===== src/rtl/ahb_boot_master.sv =====
// Command-driven AHB-Lite master for the code-memory M0 port.
// Each command is a 1..16 word burst that goes out as single NONSEQ
// transfers. Write data is pulled from a stream one word per beat.
// Read data is pushed to a stream one word per beat. Every command ends
// with a DONE pulse that carries a STATUS code.
module ahb_boot_master #(
    parameter int TIMEOUT_CYC = 256,
    parameter int ADDR_INC    = 4
) (
    input  logic        HCLK,
    input  logic        HRESET,
    input  logic        CMD_VALID,
    output logic        CMD_READY,
    input  logic [31:0] CMD_ADDR,
    input  logic        CMD_WRITE,
    input  logic [3:0]  CMD_LEN,
    input  logic        WD_VALID,
    output logic        WD_READY,
    input  logic [31:0] WD_DATA,
    output logic        RD_VALID,
    input  logic        RD_READY,
    output logic [31:0] RD_DATA,
    output logic        RD_LAST,
    output logic        DONE,
    output logic [1:0]  STATUS,
    output logic [31:0] HADDR_M0,
    output logic [1:0]  HTRANS_M0,
    output logic        HWRITE_M0,
    output logic [2:0]  HSIZE_M0,
    output logic [2:0]  HBURST_M0,
    output logic [3:0]  HPROT_M0,
    output logic        HMASTLOCK_M0,
    output logic [31:0] HWDATA_M0,
    input  logic [31:0] HRDATA_M0,
    input  logic        HREADY_M0,
    input  logic [1:0]  HRESP_M0
);

    localparam int TW = $clog2(TIMEOUT_CYC + 1);

    typedef enum logic [2:0] {
        S_IDLE, S_WFETCH, S_ADDR, S_DATA, S_RHOLD, S_FINISH
    } state_t;

    state_t         state, state_nx;
    logic [31:0]    addr_q, wdata_q, rdata_q;
    logic           write_q, rlast_q;
    logic [4:0]     beats_q;        // beats still to run, including the current one
    logic [1:0]     status_q, status_nx;
    logic [TW-1:0]  to_cnt;

    logic ld_cmd, ld_wd, cap_rd, adv_addr, set_status, to_inc;
    logic last_beat, to_hit;

    // The two address bits below word alignment and the upper HRESP bit carry no meaning here.
    logic unused_bits;
    assign unused_bits = ^{HRESP_M0[1], CMD_ADDR[1:0]};

    assign last_beat = (beats_q == 5'd1);
    // to_hit is true when this stalled cycle would be the TIMEOUT_CYC-th low cycle.
    assign to_hit    = (to_cnt == TW'(TIMEOUT_CYC - 1));

    // State register
    always_ff @(posedge HCLK) begin
        if (HRESET) state <= S_IDLE;
        else        state <= state_nx;
    end

    // Next-state logic and datapath load strobes
    always_comb begin
        state_nx   = state;
        ld_cmd     = 1'b0;
        ld_wd      = 1'b0;
        cap_rd     = 1'b0;
        adv_addr   = 1'b0;
        set_status = 1'b0;
        status_nx  = 2'b00;
        to_inc     = 1'b0;
        case (state)
            S_IDLE: begin
                if (CMD_VALID) begin
                    ld_cmd   = 1'b1;
                    state_nx = CMD_WRITE ? S_WFETCH : S_ADDR;
                end
            end
            S_WFETCH: begin
                if (WD_VALID) begin
                    ld_wd    = 1'b1;
                    state_nx = S_ADDR;
                end
            end
            S_ADDR: begin
                if (HREADY_M0) begin
                    state_nx = S_DATA;
                end else if (to_hit) begin
                    set_status = 1'b1;
                    status_nx  = 2'b10;
                    state_nx   = S_FINISH;
                end else begin
                    to_inc = 1'b1;
                end
            end
            S_DATA: begin
                if (HREADY_M0) begin
                    if (HRESP_M0[0]) begin
                        set_status = 1'b1;
                        status_nx  = 2'b01;
                        state_nx   = S_FINISH;
                    end else if (!write_q) begin
                        cap_rd   = 1'b1;
                        state_nx = S_RHOLD;
                    end else if (last_beat) begin
                        set_status = 1'b1;
                        state_nx   = S_FINISH;
                    end else begin
                        adv_addr = 1'b1;
                        state_nx = S_WFETCH;
                    end
                end else if (to_hit) begin
                    set_status = 1'b1;
                    status_nx  = 2'b10;
                    state_nx   = S_FINISH;
                end else begin
                    to_inc = 1'b1;
                end
            end
            S_RHOLD: begin
                if (RD_READY) begin
                    if (last_beat) begin
                        set_status = 1'b1;
                        state_nx   = S_FINISH;
                    end else begin
                        adv_addr = 1'b1;
                        state_nx = S_ADDR;
                    end
                end
            end
            S_FINISH: state_nx = S_IDLE;
            default:  state_nx = S_IDLE;
        endcase
    end

    // Command, data and timeout registers
    always_ff @(posedge HCLK) begin
        if (HRESET) begin
            addr_q   <= '0;
            write_q  <= 1'b0;
            beats_q  <= '0;
            wdata_q  <= '0;
            rdata_q  <= '0;
            rlast_q  <= 1'b0;
            status_q <= 2'b00;
            to_cnt   <= '0;
        end else begin
            if (ld_cmd) begin
                addr_q  <= {CMD_ADDR[31:2], 2'b00};
                write_q <= CMD_WRITE;
                beats_q <= {1'b0, CMD_LEN} + 5'd1;
            end
            if (ld_wd)
                wdata_q <= WD_DATA;
            if (adv_addr) begin
                addr_q  <= addr_q + 32'(ADDR_INC);
                beats_q <= beats_q - 5'd1;
            end
            if (cap_rd) begin
                rdata_q <= HRDATA_M0;
                rlast_q <= last_beat;
            end
            if (set_status)
                status_q <= status_nx;
            // The stall budget is per transfer, so it restarts on every entry to the address phase.
            if (state_nx == S_ADDR && state != S_ADDR)
                to_cnt <= '0;
            else if (to_inc)
                to_cnt <= to_cnt + 1'b1;
        end
    end

    assign CMD_READY    = (state == S_IDLE);
    assign WD_READY     = (state == S_WFETCH);
    assign RD_VALID     = (state == S_RHOLD);
    assign DONE         = (state == S_FINISH);
    assign RD_DATA      = rdata_q;
    assign RD_LAST      = rlast_q;
    assign STATUS       = status_q;
    assign HTRANS_M0    = (state == S_ADDR) ? 2'b10 : 2'b00;
    assign HADDR_M0     = addr_q;
    assign HWRITE_M0    = write_q;
    assign HWDATA_M0    = wdata_q;
    assign HSIZE_M0     = 3'b010;
    assign HBURST_M0    = 3'b000;
    assign HPROT_M0     = 4'b0011;
    assign HMASTLOCK_M0 = 1'b0;

endmodule


===== config.mk =====
export PLATFORM = sky130hd
export DESIGN_NAME = ahb_boot_master
export DESIGN_NICKNAME = d
export VERILOG_FILES = /design/src/rtl/ahb_boot_master.sv
export SDC_FILE = /design/constraint.sdc
export NUM_CORES = 1
export LEC_CHECK = 0
export CORE_ASPECT_RATIO = 2
export CORE_MARGIN = 2
export CORE_UTILIZATION = 37
export DETAILED_ROUTE_END_ITERATION = 8
export PLACE_DENSITY = 0.78
export SETUP_SLACK_MARGIN = 0.5
export SYNTH_ARGS = -nofsm -noshare
export SYNTH_HDL_FRONTEND = slang
export SYNTH_SLANG_ARGS = --single-unit

===== constraint.sdc =====
create_clock -name HCLK -period 4.2 [get_ports HCLK]
set_clock_uncertainty 0.2 [all_clocks]
set_input_delay 0.84 -clock HCLK [delete_from_list [all_inputs] [get_ports HCLK]]
set_output_delay 0.84 -clock HCLK [all_outputs]
set_load 0.03 [all_outputs]

Yosys cells after proc, flatten, opt, wreduce, memory -nomap -nowiden
Cells that the tools add are included.

word-level totals
  register bits after elaboration = 117
  input bits = 109
  output and inout bits = 117
  word-level logic and storage cells = 74

cells by class
  $add $sub $neg = 4
  equal/unequal tests = 9
  mux-type cells = 47
  reductions and logical operators = 5

operators by type and width
  operator               number
  $mux 32                2
  $add 32x3->32 const B  1
  $mux 3                 10
  $mux 1                 24
  $pmux 3 s5             1
  $mux 2                 5
  $mux 5                 2
  $add 9x1->9 const B    1
  $eq 3x2->1 const B     3
  $eq 9x8->1 const B     1
  $eq 3x3->1 const B     2
  $add 4x1->5 const B    1
  $eq 5x1->1 const B     1
  $sub 5x1->5 const B    1
  $pmux 2 s2             1
  $reduce_or 2->1        2
  $eq 3x1->1 const B     1
  $logic_not 3->1        1
  $ne 3x2->1 const B     1
  $pmux 1 s3             1
  $pmux 1 s2             1
  $reduce_bool 2->1      1
  $logic_and 1x1->1      1

Depth between registers and ports, before layout
Gate-level depths: netlist (run 1).

  depth in word-level cells = 9
  depth in mapped cells = 9

Least setup slack after synthesis (run 1)
Ideal clock, no wire load.

  path kind = register to register
  start = register state[0]
  end = register to_cnt[0]
  library setup time = 137 ps
  arrival = 2214 ps
  data required time = 3863 ps
  setup slack = 1649 ps
  cell stages (with the launch flop) = 6
  path buffers = 0
  path through = dfxtp_1 > nor3_1 > nand2_1 > o221a_2 > nor4_4 > nor3_1

RTL lines
  item                       RTL line  text
  start, declared            45        state_t state, state_nx;
  start signal, assigned     66        else state <= state_nx;
  $logic_not 3->1            n/a
  named net CMD_READY        13        output logic CMD_READY,
  $pmux 3 s5                 79        case (state)
  $eq 3x2->1                 173       if (state_nx == S_ADDR && state != S_ADDR)
  $logic_and 1x1->1          173
  $reduce_or 2->1 (no line)  n/a
  end signal, assigned       176       to_cnt <= to_cnt + 1'b1;
  end, declared              50        logic [TW-1:0] to_cnt;

The timed path passes the listed nets, and every way through them passes these cells.
A chain may end at the register's enable or synchronous reset.

Worst setup path after layout (run 1)
  start = register state[0]
  end = output port WD_READY

on the way
  cells in the longest elaborated chain, start to end = 1

ends and longest elaborated chain
  item           RTL line  text
  $eq 3x1->1     181       assign WD_READY = (state == S_WFETCH);
  end, declared  18        output logic WD_READY,

Every way passes these cells.

==> results of run 1 <==
## Yosys cell counts (all sizes together), types with 4 or more instances
| cell type | count | area (µm²) |
|---|---|---|
| nor2 | 16 | 60.1 |
| nand2 | 174 | 653 |
| inv | 7 | 26.3 |
| nand3 | 17 | 85.1 |
| a221oi | 4 | 35.0 |
| nand4 | 14 | 93.8 |
| nor3 | 21 | 110 |
| nand2b | 5 | 31.3 |
| a31oi | 16 | 115 |
| clkbuf | 29 | 109 |
| o21ai | 10 | 50.0 |
| xor2 | 6 | 52.6 |
| buf | 27 | 170 |
| o211ai | 8 | 60.1 |
| xnor2 | 8 | 70.1 |
| a21oi | 85 | 437 |
| nor4 | 7 | 65.1 |
| or3 | 9 | 56.3 |
| ha | 6 | 75.1 |
| or4 | 4 | 33.8 |
| o31a | 4 | 35.0 |
| a22oi | 11 | 82.6 |
| o22ai | 4 | 25.0 |
| and3 | 4 | 25.0 |
| dfxtp | 115 | 2300 |
## power by group through the flow
stage               registers [mW]  logic, mW  clock network, mW
floorplan                     1.28      0.236                  0
global placement              1.22      0.523                  0
detailed placement            1.23      0.528                  0
CTS                           1.20      0.531               1.54
global route                  1.21      0.570               1.57
finish                        1.21      0.530               1.50
## path summary, 6_finish.rpt
check,start,end,cells after the start
max,state[0],WD_READY,2
max reg2reg,beats_q[0],beats_q[4],5
min reg2reg,RD_DATA[25],RD_DATA[25],2
min,RD_DATA[25],RD_DATA[25],2
## cells by family after synthesis
group           Yosys count  synth area share, %
mux                       2                0.399
fa+ha+maj                 6                 1.41
simple gates            295                 26.9
flops                   115                 43.2
compound gates          165                 19.9
other cells               2                0.141
xor+xnor                 14                 2.30
buf+inv                  63                 5.73
## metrics by stage
stage / hold WS (ns) / instances / worst slack (ns)
2_1_floorplan: 0.258 / 674 / 1.65
3_3_place_gp: 0.241 / 1026 / 0.929
3_5_place_dp: 0.247 / 1026 / 0.886
4_1_cts: 0.253 / 1056 / 0.988
5_1_grt: 0.267 / 1056 / 0.875
6_report: 0.251 / 1056 / 0.981
## sequential cells by signal, indices dropped and copies added (netlist names)
register / count
HWDATA_M0: 32
state: 3
to_cnt: 9
HADDR_M0: 30
RD_DATA: 32
RD_LAST: 1
beats_q: 5
HWRITE_M0: 1
STATUS: 2
## worst register-to-register path, delay by kind of cell (launching register included)
family	cells	cell delay, ns
and+or+nand+nor	1	0.64
DFF	1	0.40
AOI/OAI and AO/OA	3	1.01
adders and majority gates	1	0.19
## routing by layer
metal	up-vias	GRT usage [%]	part of all wire [%]
li1	2700	-	-
met1	2557	24.5	40
met4	0	6.94	1.5
met5	-	0	0
met2	260	33.1	48
met3	26	6.38	10
## cell type report
class | instances | area (µm²)
clock buffers | 19 | 453
clock inverters | 11 | 160
fillers | 1295 | 6090
inverters | 7 | 26.3
multi-input cells | 496 | 2780
flip-flops and latches | 115 | 2300
well taps | 192 | 240
repair buffers | 216 | 2140
==> Flow_metrics.wiki, run 1 <==
{| class="wikitable"
! Metric !! Value
|-
| Clock edge transition at the registers on the reported setup and hold paths || 0.05 ns
|-
| Routed vias || 5543
|-
| Final count of negative-setup-slack endpoints || 0
|-
| Number of clock sinks seen by CTS || 115
|-
| Clock group share of total power || 46.4%
|-
| Total Power Consumption || 3.24 mW
|-
| Total gr overflow || 0
|-
| Core occupancy in the finished layout || 57.1%
|-
| Final period demand of the worst path || 3.22 ns
|-
| Count of hold-fix buffers inserted at cts || 0
|-
| Last weighted congestion value of the routability-driven placer || 0.845
|-
| Post-detailed-routing wire length || 15.9 mm
|-
| Endpoint required time on the critical path || 3.16 ns
|-
| Final slew viol count || 0
|-
| Unique cell type count in the Yosys netlist || 66
|-
| Highest ir drop seen on vdd || 297 µV
|-
| Total Neg Setup Slack || 0 ns
|-
| Top_reg_cell synth || dfxtp_1
|-
| Maximum clock insertion buffer count || 2
|-
| DIE AREA || 15400 µm²
|-
| Leakage || 2.70 nW
|-
| Maximum fanout count along the critical path || 17
|-
| Detail-routed via count per cell || 5.25
|-
| Category of the most critical setup path || reg -> out
|-
| I/O pin count || 226
|-
| Number of synthesized flops with an enable pin || 0
|-
| Slack of the worst reg-to-reg path || 1.67 ns
|-
| Cell area after placement || 7490 µm²
|-
| Initial cell density of the core || 37.5%
|-
| Design internal power || 2.39 mW
|-
| Setup Fix Bufs, Post-CTS || 0
|-
| Die extent in y || 174 µm
|-
| Slowest Stage Delay on Critical Path || 0.76 ns
|-
| Synthesis-to-layout area growth || 52.0%
|-
| Tightest slew margin relative to the limit || 30.2%
|-
| Via count of the first global-routing pass || 5274
|-
| Ratio of cells with drive above 1 in the final layout || 6.60%
|-
| Slew @ Worst Pin || 1.05 ns
|-
| Sequential share of the synthesized area || 43.2%
|-
| Pin count of the biggest net entering global routing || 78
|-
| Worst skew pair latency || 0.41 ns
|-
| Critical-path top delay cell || clkdlybuf4s50_1
|-
| Ratio of final minimum period to clock period || 76.6%
|-
| Number of routed nets with antenna violations || 0
|-
| Hold WC Path Type || reg -> reg
|-
| Hold violation total from the final report || 0
|-
| Share of flip-flops with an asynchronous set or reset || 0%
|-
| Antenna violations before repair || 0
|-
| Flop pwr share || 37.3%
|-
| Net count of the finished layout || 968
|-
| Count of maximum capacitance violations || 0
|-
| Core area || 14200 µm²
|-
| Commonest cells after routing, fill and taps aside || 207 x clkdlybuf4s50_1, 174 x nand2_1, 115 x dfxtp_1, 84 x a21oi_1, 20 x nor3_1
|-
| Global-route wire length before repair || 25.1 mm
|-
| Maximum operating frequency || 311 MHz
|-
| Warning count from the yosys run || 0
|-
| Port Buf Inserts || 208
|-
| Switching Fraction || 26.0%
|-
| Detailed Route Iter0 Violations || 308
|-
| Combinational cell fraction of total power || 16.4%
|-
| Post-synthesis average cell area || 8.05 µm²
|-
| GRT Overall Usage || 20.2%
|-
| Bufs and invs on worst path || 1
|-
| Total iterations of the first detailed-routing run || 5
|-
| Clock tree root buffer cell || clkbuf_16
|-
| Switching power summed over all nets || 843 µW
|-
| Most frequent standard cell in the layout excluding fill and tap cells || clkdlybuf4s50_1
|-
| Cell area after technology mapping || 5330 µm²
|-
| Row count || 62
|-
| Post-route cell area || 8100 µm²
|-
| Resize count post-CTS || 0
|-
| Startpoint class of the critical path || flip-flop
|-
| Cells along the critical path || nor3b_1 -> clkdlybuf4s50_1
|-
| Antenna cell count || 0
|-
| WL/cell || 15.1 µm
|-
| Clock tree from TritonCTS || built
|-
| Power density normalized to cell area || 399 nW/µm²
|-
| Number of instances in the synthesized netlist || 662
|-
| Number of clock buffers inserted by TritonCTS || 17
|-
| Drt drc || 0
|-
| HPWL reported at the end of detailed placement || 11.2 mm
|-
| Signal arrival time at the worst endpoint || 2.18 ns
|-
| Die W || 88.9 µm
|-
| Endpoint kind of the worst setup timing path || primary output
|-
| RSZ-0062 raised after global routing || false
|-
| H-tree depth || 4
|-
| Cell family contributing the most delay on the critical path || buffers and inverters
|-
| Number of register bits inferred by synthesis || 115
|-
| Result of the run || finished, final reports clean
|}
Note: power is estimated with default switching activity, not from simulation.
==> inputs of run 2 (changes only) <==
--- a/config.mk
+++ b/config.mk
@@ -9,7 +9,7 @@
 export CORE_MARGIN = 2
 export CORE_UTILIZATION = 37
 export DETAILED_ROUTE_END_ITERATION = 8
-export PLACE_DENSITY = 0.78
+export PLACE_DENSITY = 0.81
 export SETUP_SLACK_MARGIN = 0.5
 export SYNTH_ARGS = -nofsm -noshare
 export SYNTH_HDL_FRONTEND = slang
==> constraint.sdc (replaced) <==
create_clock -name HCLK -period 2.8 [get_ports HCLK]
set_clock_uncertainty 0.2 [all_clocks]
set_input_delay 0.56 -clock HCLK [delete_from_list [all_inputs] [get_ports HCLK]]
set_output_delay 0.56 -clock HCLK [all_outputs]
set_load 0.03 [all_outputs]
==> run 2 against run 1 <==
Against the previous run: critical path depth up 6; flip-flop and latch count unchanged; power up 54%; worst hold slack better by 0.00050 ns; critical endpoint is now HADDR_M0[18]; cell area up 5.4%; wire length up 5.8%; die area unchanged; worst setup slack worse by 0.50 ns; cell count up 3.3%; global-route usage up 0.85 points.
==> Flow_metrics.wiki, run 2 (synthesized netlist as in run 1, its figures left out) <==
{| class="wikitable"
! Metric !! Value
|-
| Commonest cells after routing, fill and taps aside || 176 x clkdlybuf4s50_1, 173 x nand2_1, 108 x dfxtp_1, 83 x a21oi_1, 37 x buf_4
|-
| Die W || 88.9 µm (unchanged)
|-
| Maximum clock insertion buffer count || 2 (unchanged)
|-
| Die extent in y || 174 µm (unchanged)
|-
| Total iterations of the first detailed-routing run || 5 (unchanged)
|-
| Most frequent cell on the critical path || buf_4
|-
| Final non-filler cell total || 1091 (+3.3%)
|-
| Most frequent standard cell in the layout excluding fill and tap cells || clkdlybuf4s50_1
|-
| Port Buf Inserts || 208 (unchanged)
|-
| RSZ-0062 raised after global routing || true
|-
| Hold violation total from the final report || 0 (unchanged)
|-
| Detail-routed via count per cell || 5.27 (+0.34%)
|-
| Last weighted congestion value of the routability-driven placer || 0.854 (+1.2%)
|-
| Pin count of the biggest net entering global routing || 62 (-21%)
|-
| Clock tree from TritonCTS || built
|-
| Tightest slew margin relative to the limit || 54.7% (+24 points)
|-
| Ratio of cells with drive above 1 in the final layout || 13.5% (+6.9 points)
|-
| WL/cell || 15.4 µm (+2.4%)
|-
| Slowest Stage Delay on Critical Path || 0.47 ns (-0.29 ns)
|-
| Initial cell density of the core || 37.5% (unchanged)
|-
| CP endpoint || HADDR_M0[18]
|-
| Antenna violations before repair || 0 (unchanged)
|-
| Number of clock buffers inserted by TritonCTS || 17 (unchanged)
|-
| Slack of the worst reg-to-reg path || 0.57 ns (-1.10 ns)
|-
| Cells along the critical path || clkdlybuf4s50_1 -> and4bb_2 -> a31o_4 -> buf_4 -> a21oi_4 -> buf_4 -> a22oi_1 -> o22ai_1
|-
| Via count of the first global-routing pass || 5557 (+5.4%)
|-
| Worst skew pair latency || 0.41 ns (about the same)
|-
| Detailed Route Iter0 Violations || 367 (+19%)
|-
| Antenna cell count || 0 (unchanged)
|-
| Maximum fanout count along the critical path || 5 (-12)
|-
| H-tree depth || 4 (unchanged)
|-
| Core area || 14200 µm² (unchanged)
|-
| Clock edge transition at the registers on the reported setup and hold paths || 0.05 ns (about the same)
|-
| Stages on worst setup path || 8 (+6)
|-
| DIE AREA || 15400 µm² (unchanged)
|-
| Met1 global-route usage || 25.4% (+0.90 points)
|-
| Result of the run || finished, final reports clean
|-
| Beginning of the critical path || RD_READY
|-
| Clock tree root buffer cell || clkbuf_16
|-
| Total Neg Setup Slack || 0 ns (unchanged)
|-
| Synthesis-to-layout area growth || 60.2%
|-
| Routed vias || 5746 (+3.7%)
|-
| Total gr overflow || 0 (unchanged)
|-
| Startpoint class of the critical path || input pin
|-
| Power density normalized to cell area || 583 nW/µm² (+46%)
|-
| GR met2 Demand/Resource || 34.7% (+1.6 points)
|-
| Most heavily used metal layer in global routing || met2
|-
| Number of clock sinks seen by CTS || 115 (unchanged)
|-
| HPWL reported at the end of detailed placement || 11.5 mm (+3.2%)
|-
| Cell family contributing the most delay on the critical path || buffers and inverters
|-
| Critical-path top delay cell || clkdlybuf4s50_1
|-
| Number of routed nets with antenna violations || 0 (unchanged)
|-
| Number of cells after detailed placement || 1044 (+1.8%)
|-
| Hold WC Path Type || reg -> reg
|-
| Slew @ Worst Pin || 0.680 ns (-0.365 ns)
|-
| Final period demand of the worst path || 2.32 ns
|-
| Final slew viol count || 0 (unchanged)
|-
| Net count of the finished layout || 1001 (+3.4%)
|-
| I/O pin count || 226 (unchanged)
|-
| Endpoint required time on the critical path || 2.92 ns (-0.24 ns)
|-
| Final count of negative-setup-slack endpoints || 0 (unchanged)
|-
| Endpoint kind of the worst setup timing path || flip-flop
|-
| Global-route wire length before repair || 26.1 mm (+3.9%)
|-
| Row count || 62 (unchanged)
|-
| Maximum operating frequency || 431 MHz
|-
| Core occupancy in the finished layout || 60.2% (+3.1 points)
|-
| Count of maximum capacitance violations || 0 (unchanged)
|-
| Crit Reg-Reg Startpoint || beats_q[1]
|-
| Post-detailed-routing wire length || 16.9 mm (+5.8%)
|-
| Highest ir drop seen on vdd || 470 µV (+58%)
|-
| Met3 Usage GRT || 7.00% (+0.62 points)
|-
| Bufs and invs on worst path || 3 (+2)
|-
| Worst Reg-to-Reg Cells || 8 (+3)
|-
| Drt drc || 0 (unchanged)
|-
| Signal arrival time at the worst endpoint || 2.44 ns (+0.26 ns)
|-
| Capturing point of the worst reg2reg path || to_cnt[8]
|-
| Category of the most critical setup path || in -> reg
|-
| GRT Overall Usage || 21.1% (+0.85 points)
|-
| Ratio of final minimum period to clock period || 82.9%
|-
| Leakage || 3.10 nW (+15%)
|}
==> run 2: cell types whose count changed in the layout (fill, tap and decap cells not counted), moves of 4 or more <==
cell             delta
buf_6               +4
dfxtp_1             -7
nor3_2              +4
dfxtp_4             +5
dlygate4sd2_1      +23
buf_4              +28
dlymetal6s2s_1      +5
nor3_1              -5
clkdlybuf4s50_1    -31
==> run 2: cell type report <==
| cell class | instances | area (µm²) |
|---|---|---|
| fill | 1204 | 5660 |
| multi-input combinational | 496 | 2920 |
| timing repair buffer | 249 | 2400 |
| sequential | 115 | 2320 |
| clock buffer | 20 | 457 |
| tap | 192 | 240 |
| clock inverter | 12 | 179 |
| inverter | 7 | 26.3 |
==> run 2: how the worst min path moves through the flow <==
stage | slack (ns) | to | from | depth (start not counted)
2_1_floorplan | 0.26 | beats_q[1] | beats_q[1] | 2
3_3_place_gp | 0.24 | RD_DATA[20] | RD_DATA[20] | 2
3_5_place_dp | 0.25 | RD_DATA[21] | RD_DATA[21] | 2
4_1_cts | 0.25 | RD_DATA[5] | RD_DATA[5] | 2
5_1_grt | 0.27 | HWDATA_M0[6] | HWDATA_M0[6] | 2
6_report | 0.25 | HWDATA_M0[22] | HWDATA_M0[22] | 2
==> run 2: worst reg2reg max path: cells and delay by family, from the launching register on <==
family          cells  cell delay [ns]
compound gates      2             0.45
fa+ha+maj           1             0.17
buf+inv             2             0.24
flops               1             0.33
simple gates        3             0.76
==> run 2: per-stage QoR <==
stage | hold slack [ns] | cell area (µm²) | setup WS (ns) | total power, mW
2_1_floorplan | 0.258 | 5390 | 0.577 | 2.28
3_3_place_gp | 0.241 | 7650 | 0.129 | 2.65
3_5_place_dp | 0.246 | 7650 | 0.0952 | 2.67
4_1_cts | 0.253 | 8310 | 0.406 | 4.98
5_1_grt | 0.269 | 8540 | 0.411 | 5.16
6_report | 0.251 | 8540 | 0.479 | 4.98
==> run 2: timing repair <==
item | CTS | global route
pin swaps | 4 | 9
gates resized for setup | 43 | 36
hold buffers | 0 | 0
buffers inserted | 3 | 12
hold endpoints to repair | 0 | 0
endpoints found under the setup margin | 55 | 35
==> run 2: metal layers <==
metal,vias to the layer above,share of wire (%)
met5,-,0
met4,0,1.6
met3,26,11
met2,296,48
met1,2647,40
li1,2777,-
==> run 2: where the power goes <==
part	switching, mW	internal, mW
Combinational	0.456	0.395
Sequential	0.103	1.71
Clock	0.778	1.54
==> inputs of run 3 (changes only) <==
==> constraint.sdc (replaced) <==
create_clock -name HCLK -period 2 [get_ports HCLK]
set_clock_uncertainty 0.2 [all_clocks]
set_input_delay 0.4 -clock HCLK [delete_from_list [all_inputs] [get_ports HCLK]]
set_output_delay 0.4 -clock HCLK [all_outputs]
set_load 0.03 [all_outputs]
==> run 3 against run 2 <==
Against the previous run: the flow now finishes with violations (setup timing); utilization increased by 17 points; worst hold slack got worse by 0.028 ns; sequential power increased by 41%; power increased by 46%.
==> Flow_metrics.wiki, run 3 (synthesized netlist as in run 1, its figures left out) <==
{| class="wikitable"
! Metric !! Value
|-
| Slack of the worst reg-to-reg path || -0.24 ns (-0.81 ns)
|-
| Most frequent standard cell in the layout excluding fill and tap cells || buf_6
|-
| Ratio of cells with drive above 1 in the final layout || 59.4% (+46 points)
|-
| Final count of negative-setup-slack endpoints || 35 (+35)
|-
| Final setup margin || -0.245 ns (-0.724 ns)
|-
| Worst Hold Path Cells || 2 (unchanged)
|-
| Antenna violations before repair || 0 (unchanged)
|-
| Count of fill cells added during filler insertion || 833 (-31%)
|-
| Power density normalized to cell area || 662 nW/µm² (+14%)
|-
| Clock group share of total power || 38.8% (-7.7 points)
|-
| Clock tree root buffer cell || clkbuf_16
|-
| I/O pin count || 226 (unchanged)
|-
| Bufs and invs on worst path || 1 (-2)
|-
| Pin count of the biggest net entering global routing || 34 (-45%)
|-
| Row count || 62 (unchanged)
|-
| Final slew viol count || 0 (unchanged)
|-
| GRT Overall Usage || 24.9% (+3.8 points)
|-
| Ratio of final minimum period to clock period || 112%
|-
| Detail-routed via count per cell || 5.63 (+6.8%)
|-
| Drt drc || 0 (unchanged)
|-
| Antenna cell count || 0 (unchanged)
|-
| Routed vias || 6679 (+16%)
|-
| Worst skew pair latency || 0.42 ns (about the same)
|-
| Port Buf Inserts || 208 (unchanged)
|-
| Last weighted congestion value of the routability-driven placer || 0.867 (+1.5%)
|-
| Total gr overflow || 0 (unchanged)
|-
| GR met2 Demand/Resource || 43.4% (+8.7 points)
|-
| Combinational cell fraction of total power || 26.1% (+9.0 points)
|-
| Hold WC Path Type || in -> reg
|-
| Met1 global-route usage || 28.6% (+3.2 points)
|-
| Die W || 88.9 µm (unchanged)
|-
| Die extent in y || 174 µm (unchanged)
|-
| Tightest slew margin relative to the limit || 65.0% (+10 points)
|-
| Beginning of the critical path || to_cnt[1]
|-
| Via count of the first global-routing pass || 6223 (+12%)
|-
| Total iterations of the first detailed-routing run || 5 (unchanged)
|-
| Design internal power || 5.04 mW (+38%)
|-
| Number of clock sinks seen by CTS || 115 (unchanged)
|-
| WL/cell || 20.6 µm (+33%)
|-
| RSZ-0062 raised after global routing || true
|-
| Leakage || 4.44 nW (+43%)
|-
| Endpoint kind of the worst setup timing path || flip-flop
|-
| Crit Reg-Reg Startpoint || to_cnt[1]
|-
| Flop pwr share || 35.1% (-1.3 points)
|-
| Sequential Area || 2520 µm² (+8.3%)
|-
| Most heavily used metal layer in global routing || met2
|-
| Commonest cells after routing, fill and taps aside || 139 x buf_6, 102 x clkdlybuf4s50_1, 98 x nand2_1, 75 x buf_4, 72 x dfxtp_2
|-
| Most frequent cell on the critical path || ha_4
|-
| Endpoint required time on the critical path || 2.08 ns (-0.84 ns)
|-
| Initial cell density of the core || 37.5% (unchanged)
|-
| Switching Fraction || 30.8% (+3.9 points)
|-
| H-tree depth || 4 (unchanged)
|-
| Number of routed nets with antenna violations || 0 (unchanged)
|-
| Signal arrival time at the worst endpoint || 2.33 ns (-0.11 ns)
|-
| Multi-input gate area || 3960 µm² (+36%)
|-
| Detailed Route Iter0 Violations || 365 (-0.54%)
|-
| Count of hold-fix buffers inserted at cts || 0 (unchanged)
|-
| Violated checks || setup timing
|-
| Maximum fanout count along the critical path || 3 (-2)
|-
| Worst Reg-to-Reg Cells || 10 (+2)
|-
| Cell area after placement || 8390 µm² (+9.6%)
|-
| Switching power summed over all nets || 2.24 mW (+67%)
|-
| Cells along the critical path || ha_4 -> nand2_4 -> nor3_4 -> ha_4 -> buf_6 -> nor4b_4 -> nand4_1 -> nor3_2 -> xnor2_1 -> nor3_1
|-
| Post-detailed-routing wire length || 24.5 mm (+45%)
|-
| Startpoint class of the critical path || flip-flop
|-
| Post-route cell area || 11000 µm² (+29%)
|-
| Number of clock buffers inserted by TritonCTS || 17 (unchanged)
|-
| Global-route wire length before repair || 30.5 mm (+17%)
|-
| Synthesis-to-layout area growth || 106%
|-
| HPWL reported at the end of detailed placement || 12.8 mm (+11%)
|-
| Worst Hold Endpoint || RD_DATA[0]
|-
| Clock tree from TritonCTS || built
|-
| Highest ir drop seen on vdd || 594 µV (+26%)
|-
| Hold violation total from the final report || 0 (unchanged)
|-
| DIE AREA || 15400 µm² (unchanged)
|-
| Maximum clock insertion buffer count || 2 (unchanged)
|-
| Cell family contributing the most delay on the critical path || simple AND/OR/NAND/NOR gates
|-
| Result of the run || finished, violations left
|-
| Setup slack after placement || -0.464 ns (-0.560 ns)
|-
| Core area || 14200 µm² (unchanged)
|-
| Critical-path top delay cell || dfxtp_2
|-
| Hold Path Origin || HRESET
|-
| Capturing point of the worst reg2reg path || to_cnt[7]
|-
| Count of maximum capacitance violations || 0 (unchanged)
|-
| Net count of the finished layout || 1097 (+9.6%)
|-
| Slowest Stage Delay on Critical Path || 0.34 ns (-0.13 ns)
|-
| Slew @ Worst Pin || 0.524 ns (-0.156 ns)
|-
| Maximum operating frequency || 445 MHz
|-
| Final period demand of the worst path || 2.24 ns
|-
| Category of the most critical setup path || reg -> reg
|-
| Met3 Usage GRT || 5.90% (-1.1 points)
|-
| Clock edge transition at the registers on the reported setup and hold paths || 0.06 ns (about the same)
|}
run 3: final cells by class:
type	instances	area share, %
repair buffers	344	33.8
inverters	7	0.239
flip-flops and latches	115	22.9
clock inverters	14	1.00
multi-input cells	497	36.0
clock buffers	18	3.90
well taps	192	2.18
run 3: worst max-delay path by stage:
stage          depth (start not counted)           end  slack (ns)
6_report                              10     to_cnt[7]       -0.24
5_1_grt                               10     to_cnt[3]       -0.31
4_1_cts                               10     to_cnt[7]       -0.15
3_5_place_dp                           7  HADDR_M0[28]       -0.46
3_3_place_gp                           6  HADDR_M0[21]       -0.39
2_1_floorplan                          9     to_cnt[7]       -0.09
run 3: repair_timing:
item	CTS	global route
buffers inserted	32	25
pin swaps	63	112
resized for setup	861	208
cloned	3	8
endpoints found under the setup margin	217	184
run 3: per-stage QoR:
stage	utilization [%]	TNS, ns	total power, mW	hold slack, ns	cells
floorplan	-	-0.170	3.30	0.253	674
global route	77.5	-6.06	7.50	0.235	1187
finish	77.5	-2.99	7.28	0.224	1187
global placement	59.1	-18.32	3.89	0.241	1087
detailed placement	59.1	-22.84	3.92	0.246	1087
CTS	69.4	-1.23	6.96	0.193	1154
run 3: metal layers:
layer  routed length (µm)  share of wire, %  vias up
met5                    0                 0        -
li1                     -                 -     2985
met2                12800                52      395
met3                 1820               7.4       82
met1                 8760                36     3217
met4                 1140               4.6        0
run 3: power groups by stage:
stage / clock [mW] / combinational (mW) / sequential (mW)
detailed placement: 0 / 1.34 / 2.58
global route: 2.96 / 1.98 / 2.56
floorplan: 0 / 0.582 / 2.72
CTS: 2.84 / 1.59 / 2.54
global placement: 0 / 1.32 / 2.57
finish: 2.82 / 1.90 / 2.55
run 3: worst register-to-register path, cell delays in order (launching register included):
cell and delay (ns):
dfxtp_2 0.34, ha_4 0.17, nand2_4 0.09, nor3_4 0.06, ha_4 0.18, buf_6 0.12, nor4b_4 0.30, nand4_1 0.25
nor3_2 0.21, xnor2_1 0.15, nor3_1 0.06
